File: config.mk
export PLATFORM = sky130hd
export DESIGN_NAME = instr_fetch_queue_flat
export DESIGN_NICKNAME = d
export VERILOG_FILES = /design/src/rtl/instr_fetch_queue_if.sv /design/src/rtl/instr_fetch_queue.sv /design/src/flat_wrapper.sv
export SDC_FILE = /design/constraint.sdc
export NUM_CORES = 1
export LEC_CHECK = 0
export BUFFER_PORTS_ARGS = -buffer_cell sky130_fd_sc_hd__buf_2
export CAP_MARGIN = 20
export CORE_ASPECT_RATIO = 0.5
export CORE_MARGIN = 2
export CORE_UTILIZATION = 45
export CTS_CLUSTER_DIAMETER = 100
export DETAILED_ROUTE_END_ITERATION = 6
export PLACE_DENSITY = 0.75
export SLEW_MARGIN = 20
export SYNTH_ARGS = -nofsm -noshare
export SYNTH_HDL_FRONTEND = slang
export SYNTH_SLANG_ARGS = --single-unit
File: constraint.sdc
create_clock -name clk -period 5.49 [get_ports clk]
set_input_delay 1.098 -clock clk [delete_from_list [all_inputs] [get_ports clk]]
set_output_delay 1.098 -clock clk [all_outputs]
set_load 0.1 [all_outputs]
File: src/rtl/instr_fetch_queue_if.sv
// Fetch-to-decode handshake bundle for the instruction fetch queue.
// The fetch/decode environment takes the master view; the queue takes the slave view.
interface instr_fetch_queue_if #(
   parameter int XLEN = 32,
   parameter int PC_W = 32
);
   logic            in_valid;
   logic            in_ready;
   logic [XLEN-1:0] in_instr;
   logic [PC_W-1:0] in_pc;
   logic            out_valid;
   logic            out_ready;
   logic [XLEN-1:0] out_instr;
   logic [PC_W-1:0] out_pc;

   modport master (
      output in_valid, in_instr, in_pc, out_ready,
      input  in_ready, out_valid, out_instr, out_pc
   );

   modport slave (
      input  in_valid, in_instr, in_pc, out_ready,
      output in_ready, out_valid, out_instr, out_pc
   );
endinterface

File: src/rtl/instr_fetch_queue.sv
// DEPTH-entry FIFO of {instruction, PC} pairs between fetch and decode.
// A synchronous flush drops wrong-path entries on redirect.
module instr_fetch_queue #(
   parameter int XLEN  = 32,
   parameter int PC_W  = 32,
   parameter int DEPTH = 4
) (
   input  logic                       clk,
   input  logic                       rst_n,
   input  logic                       i_flush,
   instr_fetch_queue_if.slave         bus,
   output logic [$clog2(DEPTH+1)-1:0] o_count
);
   localparam int PTR_W = $clog2(DEPTH);
   localparam int CNT_W = $clog2(DEPTH+1);

   logic [XLEN-1:0]  r_instr [DEPTH];
   logic [PC_W-1:0]  r_pc    [DEPTH];
   logic [PTR_W-1:0] r_wr_ptr;
   logic [PTR_W-1:0] r_rd_ptr;
   logic [CNT_W-1:0] r_count;

   logic w_full;
   logic w_empty;
   logic w_push;
   logic w_pop;

   // Ready/valid depend only on the occupancy register, so out_ready never reaches in_ready.
   assign w_full  = (r_count == CNT_W'(DEPTH));
   assign w_empty = (r_count == '0);
   assign w_push  = bus.in_valid & ~w_full;
   assign w_pop   = bus.out_ready & ~w_empty;

   assign bus.in_ready  = ~w_full;
   assign bus.out_valid = ~w_empty;
   assign bus.out_instr = w_empty ? '0 : r_instr[r_rd_ptr];
   assign bus.out_pc    = w_empty ? '0 : r_pc[r_rd_ptr];
   assign o_count       = r_count;

   always_ff @(posedge clk or negedge rst_n) begin
      if (!rst_n) begin
         r_wr_ptr <= '0;
         r_rd_ptr <= '0;
         r_count  <= '0;
         for (int i = 0; i < DEPTH; i++) begin
            r_instr[i] <= '0;
            r_pc[i]    <= '0;
         end
      end else if (i_flush) begin
         // Storage is left as-is; count=0 masks the stale entries.
         r_wr_ptr <= '0;
         r_rd_ptr <= '0;
         r_count  <= '0;
      end else begin
         if (w_push) begin
            r_instr[r_wr_ptr] <= bus.in_instr;
            r_pc[r_wr_ptr]    <= bus.in_pc;
            r_wr_ptr          <= r_wr_ptr + PTR_W'(1);
         end
         if (w_pop)
            r_rd_ptr <= r_rd_ptr + PTR_W'(1);
         if (w_push && !w_pop)
            r_count <= r_count + CNT_W'(1);
         else if (w_pop && !w_push)
            r_count <= r_count - CNT_W'(1);
      end
   end
endmodule

File: src/flat_wrapper.sv
// flat-port wrapper written by rule: the top's interface ports become plain ports
module instr_fetch_queue_flat 
#(
   parameter int XLEN  = 32,
   parameter int PC_W  = 32,
   parameter int DEPTH = 4
)
  (clk, rst_n, i_flush, o_count, bus_in_valid, bus_in_instr, bus_in_pc, bus_out_ready, bus_in_ready, bus_out_valid, bus_out_instr, bus_out_pc);
  instr_fetch_queue_if #(.XLEN(XLEN), .PC_W(PC_W)) bus_i ();
  input  logic clk;
  input  logic rst_n;
  input  logic i_flush;
  output logic [$clog2(DEPTH+1)-1:0] o_count;
  input wire logic [$bits(bus_i.in_valid)-1:0] bus_in_valid;
  input wire logic [$bits(bus_i.in_instr)-1:0] bus_in_instr;
  input wire logic [$bits(bus_i.in_pc)-1:0] bus_in_pc;
  input wire logic [$bits(bus_i.out_ready)-1:0] bus_out_ready;
  output wire logic [$bits(bus_i.in_ready)-1:0] bus_in_ready;
  output wire logic [$bits(bus_i.out_valid)-1:0] bus_out_valid;
  output wire logic [$bits(bus_i.out_instr)-1:0] bus_out_instr;
  output wire logic [$bits(bus_i.out_pc)-1:0] bus_out_pc;
  assign bus_i.in_valid = bus_in_valid;
  assign bus_i.in_instr = bus_in_instr;
  assign bus_i.in_pc = bus_in_pc;
  assign bus_i.out_ready = bus_out_ready;
  assign bus_in_ready = bus_i.in_ready;
  assign bus_out_valid = bus_i.out_valid;
  assign bus_out_instr = bus_i.out_instr;
  assign bus_out_pc = bus_i.out_pc;
  instr_fetch_queue #(.XLEN(XLEN), .PC_W(PC_W), .DEPTH(DEPTH)) u_core (.clk(clk), .rst_n(rst_n), .i_flush(i_flush), .bus(bus_i), .o_count(o_count));
endmodule
==> results_tabular.tex <==
\begin{tabular}{lr}
\hline
Metric & Value \\
\hline
\multicolumn{2}{l}{\textbf{CTS}} \\
\quad Buffer type at the clock tree root & sky130\_fd\_sc\_hd\_\_clkbuf\_16 \\
\quad Clock latency on the worst-skew pair & about 510 ps \\
\quad Post-cts resize count & 0 \\
\quad TritonCTS sink count & about 260 \\
\quad Post-CTS Setup Inserts & 0 \\
\quad Clock buffers created by TritonCTS & 25 \\
\quad Clock tree from TritonCTS & built \\
\quad Hold Buf Count CTS & 0 \\
\quad H-tree lvl count & 1 \\
\quad Maximum root-to-sink buffer count & 3 \\
\quad Clock transition at path regs & about 60 ps \\
\multicolumn{2}{l}{\textbf{Timing}} \\
\quad RSZ-0062 raised after global routing & no \\
\quad Highest clock rate & 253.2 MHz \\
\quad Setup violations, final & 0 \\
\quad Max-slew headroom & a little over a quarter \\
\quad Max Transition Viols Final & 0 \\
\quad Worst Tran Pin Value & between 1000 and 1500 ps \\
\quad Total negative slack & 0 ps \\
\quad Worst-case clock skew & between 6 and 7 ps \\
\quad Final clock period utilization by the worst path & about 72\% \\
\quad Number of hold violations in the final report & 0 \\
\quad Post-layout min period & between 3000 and 4000 ps \\
\multicolumn{2}{l}{\textbf{Synth}} \\
\quad Largest cells by area after synthesis & sky130\_fd\_sc\_hd\_\_dfrtp\_1, sky130\_fd\_sc\_hd\_\_mux2\_4, sky130\_fd\_sc\_hd\_\_mux4\_2, sky130\_fd\_sc\_hd\_\_buf\_12, sky130\_fd\_sc\_hd\_\_and2\_1 \\
\quad Number of register bits inferred by synthesis & about 260 \\
\quad Share of the synthesized netlist area taken by xor and xnor gates & less than 1\% \\
\quad Net Count, Synth & a little over 800 \\
\quad Compound-cell area share of the yosys netlist & 0.3895\% \\
\quad Fraction of the mapped netlist area in simple logic gates & 4.475\% \\
\quad Post-synthesis cell type count & 31 \\
\quad Portion of netlist area occupied by mux cells & between 30\% and 40\% \\
\quad Mapped Avg Cell Area & 17.73 µm² \\
\quad Cell accounting for the most synthesized area & sky130\_fd\_sc\_hd\_\_dfrtp\_1 \\
\quad Synthesized instance count & about 740 \\
\quad Adder-cell share of the synthesized area & less than 1\% \\
\quad Ys async rst share & 100.0\% \\
\quad Post-synthesis instance area & $\sim$13000 µm² \\
\quad Largest family of logic cells by synthesized area & multiplexers \\
\quad EDFF count, synth & 0 \\
\quad Warning count from the yosys run & 0 \\
\quad Proportion of synthesized chip area in sequential cells & $\sim$50\% \\
\quad Area share of the largest cell type after synthesis & around half \\
\quad Main flop type after synthesis & sky130\_fd\_sc\_hd\_\_dfrtp\_1 \\
\multicolumn{2}{l}{\textbf{Status}} \\
\quad Outcome & finished clean \\
\multicolumn{2}{l}{\textbf{Global routing}} \\
\quad Antenna violations before repair & 3 \\
\quad Aggregate global-route resource usage & 18.04\% \\
\quad Residual overflow from global routing & 0 \\
\quad Wire length of the first global-routing pass & $\sim$44000 µm \\
\quad Pin count of the biggest net entering global routing & about 120 \\
\quad Number of global-route vias before repair & 7734 \\
\multicolumn{2}{l}{\textbf{Route}} \\
\quad Number of vias per cell & roughly 5.3 \\
\quad Remaining antenna violation count & 0 \\
\quad Detailed Route WL & between 20000 and 30000 µm \\
\quad Count of TritonRoute iterations in the first routing pass & 4 \\
\quad DRT iter0 DRCs & around 330 \\
\quad Total DRC errors in the routed layout & 0 \\
\quad Vias & $\sim$6700 \\
\quad WL/cell & between 20 and 25 µm \\
\multicolumn{2}{l}{\textbf{Setup path}} \\
\quad Number of buffer and inverter instances along the worst setup path & 2 \\
\quad Type of the setup path with the least slack & reg -> out \\
\quad Cell with the largest stage delay on the worst path & sky130\_fd\_sc\_hd\_\_dfrtp\_4 \\
\quad Critical path peak fanout & 36 \\
\quad Crit path arrival time & about 2900 ps \\
\quad Delay of the slowest cell on the worst path & 870 ps \\
\quad CP Cell Sequence & buf\_12 > mux4\_2 > and2\_1 > buf\_2 \\
\quad Element type at the critical path end & primary output \\
\quad Startpoint kind of the worst setup timing path & register \\
\quad Crit path max-delay family & flip-flops \\
\quad Worst Path Required & about 4400 ps \\
\multicolumn{2}{l}{\textbf{Floorplanning}} \\
\quad Floorplan row count & 44 \\
\quad Placeable core region & approximately 29000 µm² \\
\quad Initial core utilization & 45.57\% \\
\quad Vertical extent of the die & 125.0 µm \\
\quad Number of I/O pins & 138 \\
\quad Die outline width & roughly 250 µm \\
\quad Die outline area & 30730 µm² \\
\multicolumn{2}{l}{\textbf{Run}} \\
\quad Max-cap violations & 0 \\
\multicolumn{2}{l}{\textbf{Finish}} \\
\quad Area growth from synthesis to layout & 11.26\% \\
\quad FILL cells & approximately 2400 \\
\quad Final-stage net count & between 900 and 1000 \\
\quad Fraction of final layout cells sized beyond drive strength 1 & between 50\% and 60\% \\
\multicolumn{2}{l}{\textbf{Placement}} \\
\quad Routability-driven placement congestion ratio & 0.7356 \\
\quad HPWL after DPL & between 15000 and 20000 µm \\
\quad Count of port buffers added during placement & about 140 \\
\multicolumn{2}{l}{\textbf{Worst hold path}} \\
\quad Worst min-delay path category & reg -> reg \\
\hline
\end{tabular}
## final cells by class
| type | instances | area, µm² | share of cell area (%) |
|---|---|---|---|
| flip-flops and latches | 263 | 6589 | 44.97 |
| clock buffers | 35 | 723.2 | 4.936 |
| inverters | 4 | 15.01 | 0.1025 |
| diodes | 2 | 5.005 | 0.03416 |
| clock inverters | 9 | 95.09 | 0.6490 |
| multi-input cells | 428 | 5991 | 40.88 |
| repair buffers | 142 | 745.7 | 5.089 |
| well taps | 391 | 489.2 | 3.339 |
## cells in the mapped netlist, types with 2 or more instances
cell type / number
sky130_fd_sc_hd__a211oi_1: 2
sky130_fd_sc_hd__a21oi_1: 3
sky130_fd_sc_hd__and2_1: 64
sky130_fd_sc_hd__buf_1: 5
sky130_fd_sc_hd__buf_12: 24
sky130_fd_sc_hd__buf_2: 5
sky130_fd_sc_hd__clkbuf_1: 13
sky130_fd_sc_hd__dfrtp_1: 263
sky130_fd_sc_hd__ha_1: 4
sky130_fd_sc_hd__inv_1: 4
sky130_fd_sc_hd__mux2_2: 16
sky130_fd_sc_hd__mux2_4: 240
sky130_fd_sc_hd__mux4_2: 64
sky130_fd_sc_hd__nand2_1: 5
sky130_fd_sc_hd__nand2_8: 4
sky130_fd_sc_hd__nand3_1: 2
sky130_fd_sc_hd__nor2_1: 7
sky130_fd_sc_hd__nor2b_1: 2
sky130_fd_sc_hd__xnor2_1: 2
sky130_fd_sc_hd__xor2_1: 3
## worst register-to-register path, stage by stage (launching register included)
cell,delay (ps)
sky130_fd_sc_hd__dfrtp_1,470
sky130_fd_sc_hd__or3b_4,300
sky130_fd_sc_hd__and3b_1,650
sky130_fd_sc_hd__nand2_8,580
sky130_fd_sc_hd__mux2_4,600
## state kept, by name, summed over array words and instances (netlist names)
register / count
u_core.r_wr_ptr: 2
u_core.r_rd_ptr: 2
u_core.r_pc: 128
u_core.o_count: 3
u_core.r_instr: 128
## cells in the final DEF (no fill, tap or decap), drive strengths merged, types with 4 or more instances in the layout
| cell type | instances |
|---|---|
| clkbuf | 35 |
| mux2 | 256 |
| nor2 | 7 |
| ha | 4 |
| clkinv | 7 |
| nand2 | 9 |
| inv | 4 |
| dfrtp | 263 |
| mux4 | 64 |
| buf | 142 |
| and2 | 64 |
## metal layers
metal	wire length (µm)	up-vias	global-route usage [%]
met5	13	-	0
met3	758	35	2.533
met1	12060	3645	25.03
met4	468	2	4.171
li1	-	2943	-
met2	13510	91	30.32
## cell families after synthesis
| family | count (synthesis) |
|---|---|
| AND/OR/NAND/NOR | 89 |
| multiplexers | 321 |
| XOR/XNOR | 5 |
| AO/OA/AOI/OAI | 8 |
| adder cells (fa/ha/maj) | 5 |
| buffers and inverters | 52 |
| flip-flops | 263 |
## stage by stage
stage	instances	area, µm²	hold slack [ps]	worst slack (ps)	util (%)
global route	1274	14650	513.5	1357	50.70
global placement	1228	13830	481.7	2024	47.85
CTS	1272	14650	503.8	1457	50.68
floorplan	743	13170	473.8	1258	-
finish	1274	14650	502.6	1541	50.70
detailed placement	1228	13830	487.0	2020	47.85
## worst paths after layout
path / startpoint / slack [ps] / endpoint / cells past startpoint
max in group asynchronous: rst_n / 3560 / u_core.r_instr[83] / 2
min: u_core.r_pc[47] / 500 / u_core.r_pc[47] / 1
max: u_core.r_rd_ptr[0] / 1540 / bus_out_pc[14] / 4
max reg2reg: u_core.o_count[2] / 2770 / u_core.r_pc[104] / 4
min in group asynchronous: rst_n / 600 / u_core.r_pc[42] / 1
min reg2reg: u_core.r_pc[47] / 500 / u_core.r_pc[47] / 1
Power is not shown: default switching activity piles up to over one toggle a cycle in this logic, so the estimate is an artifact.
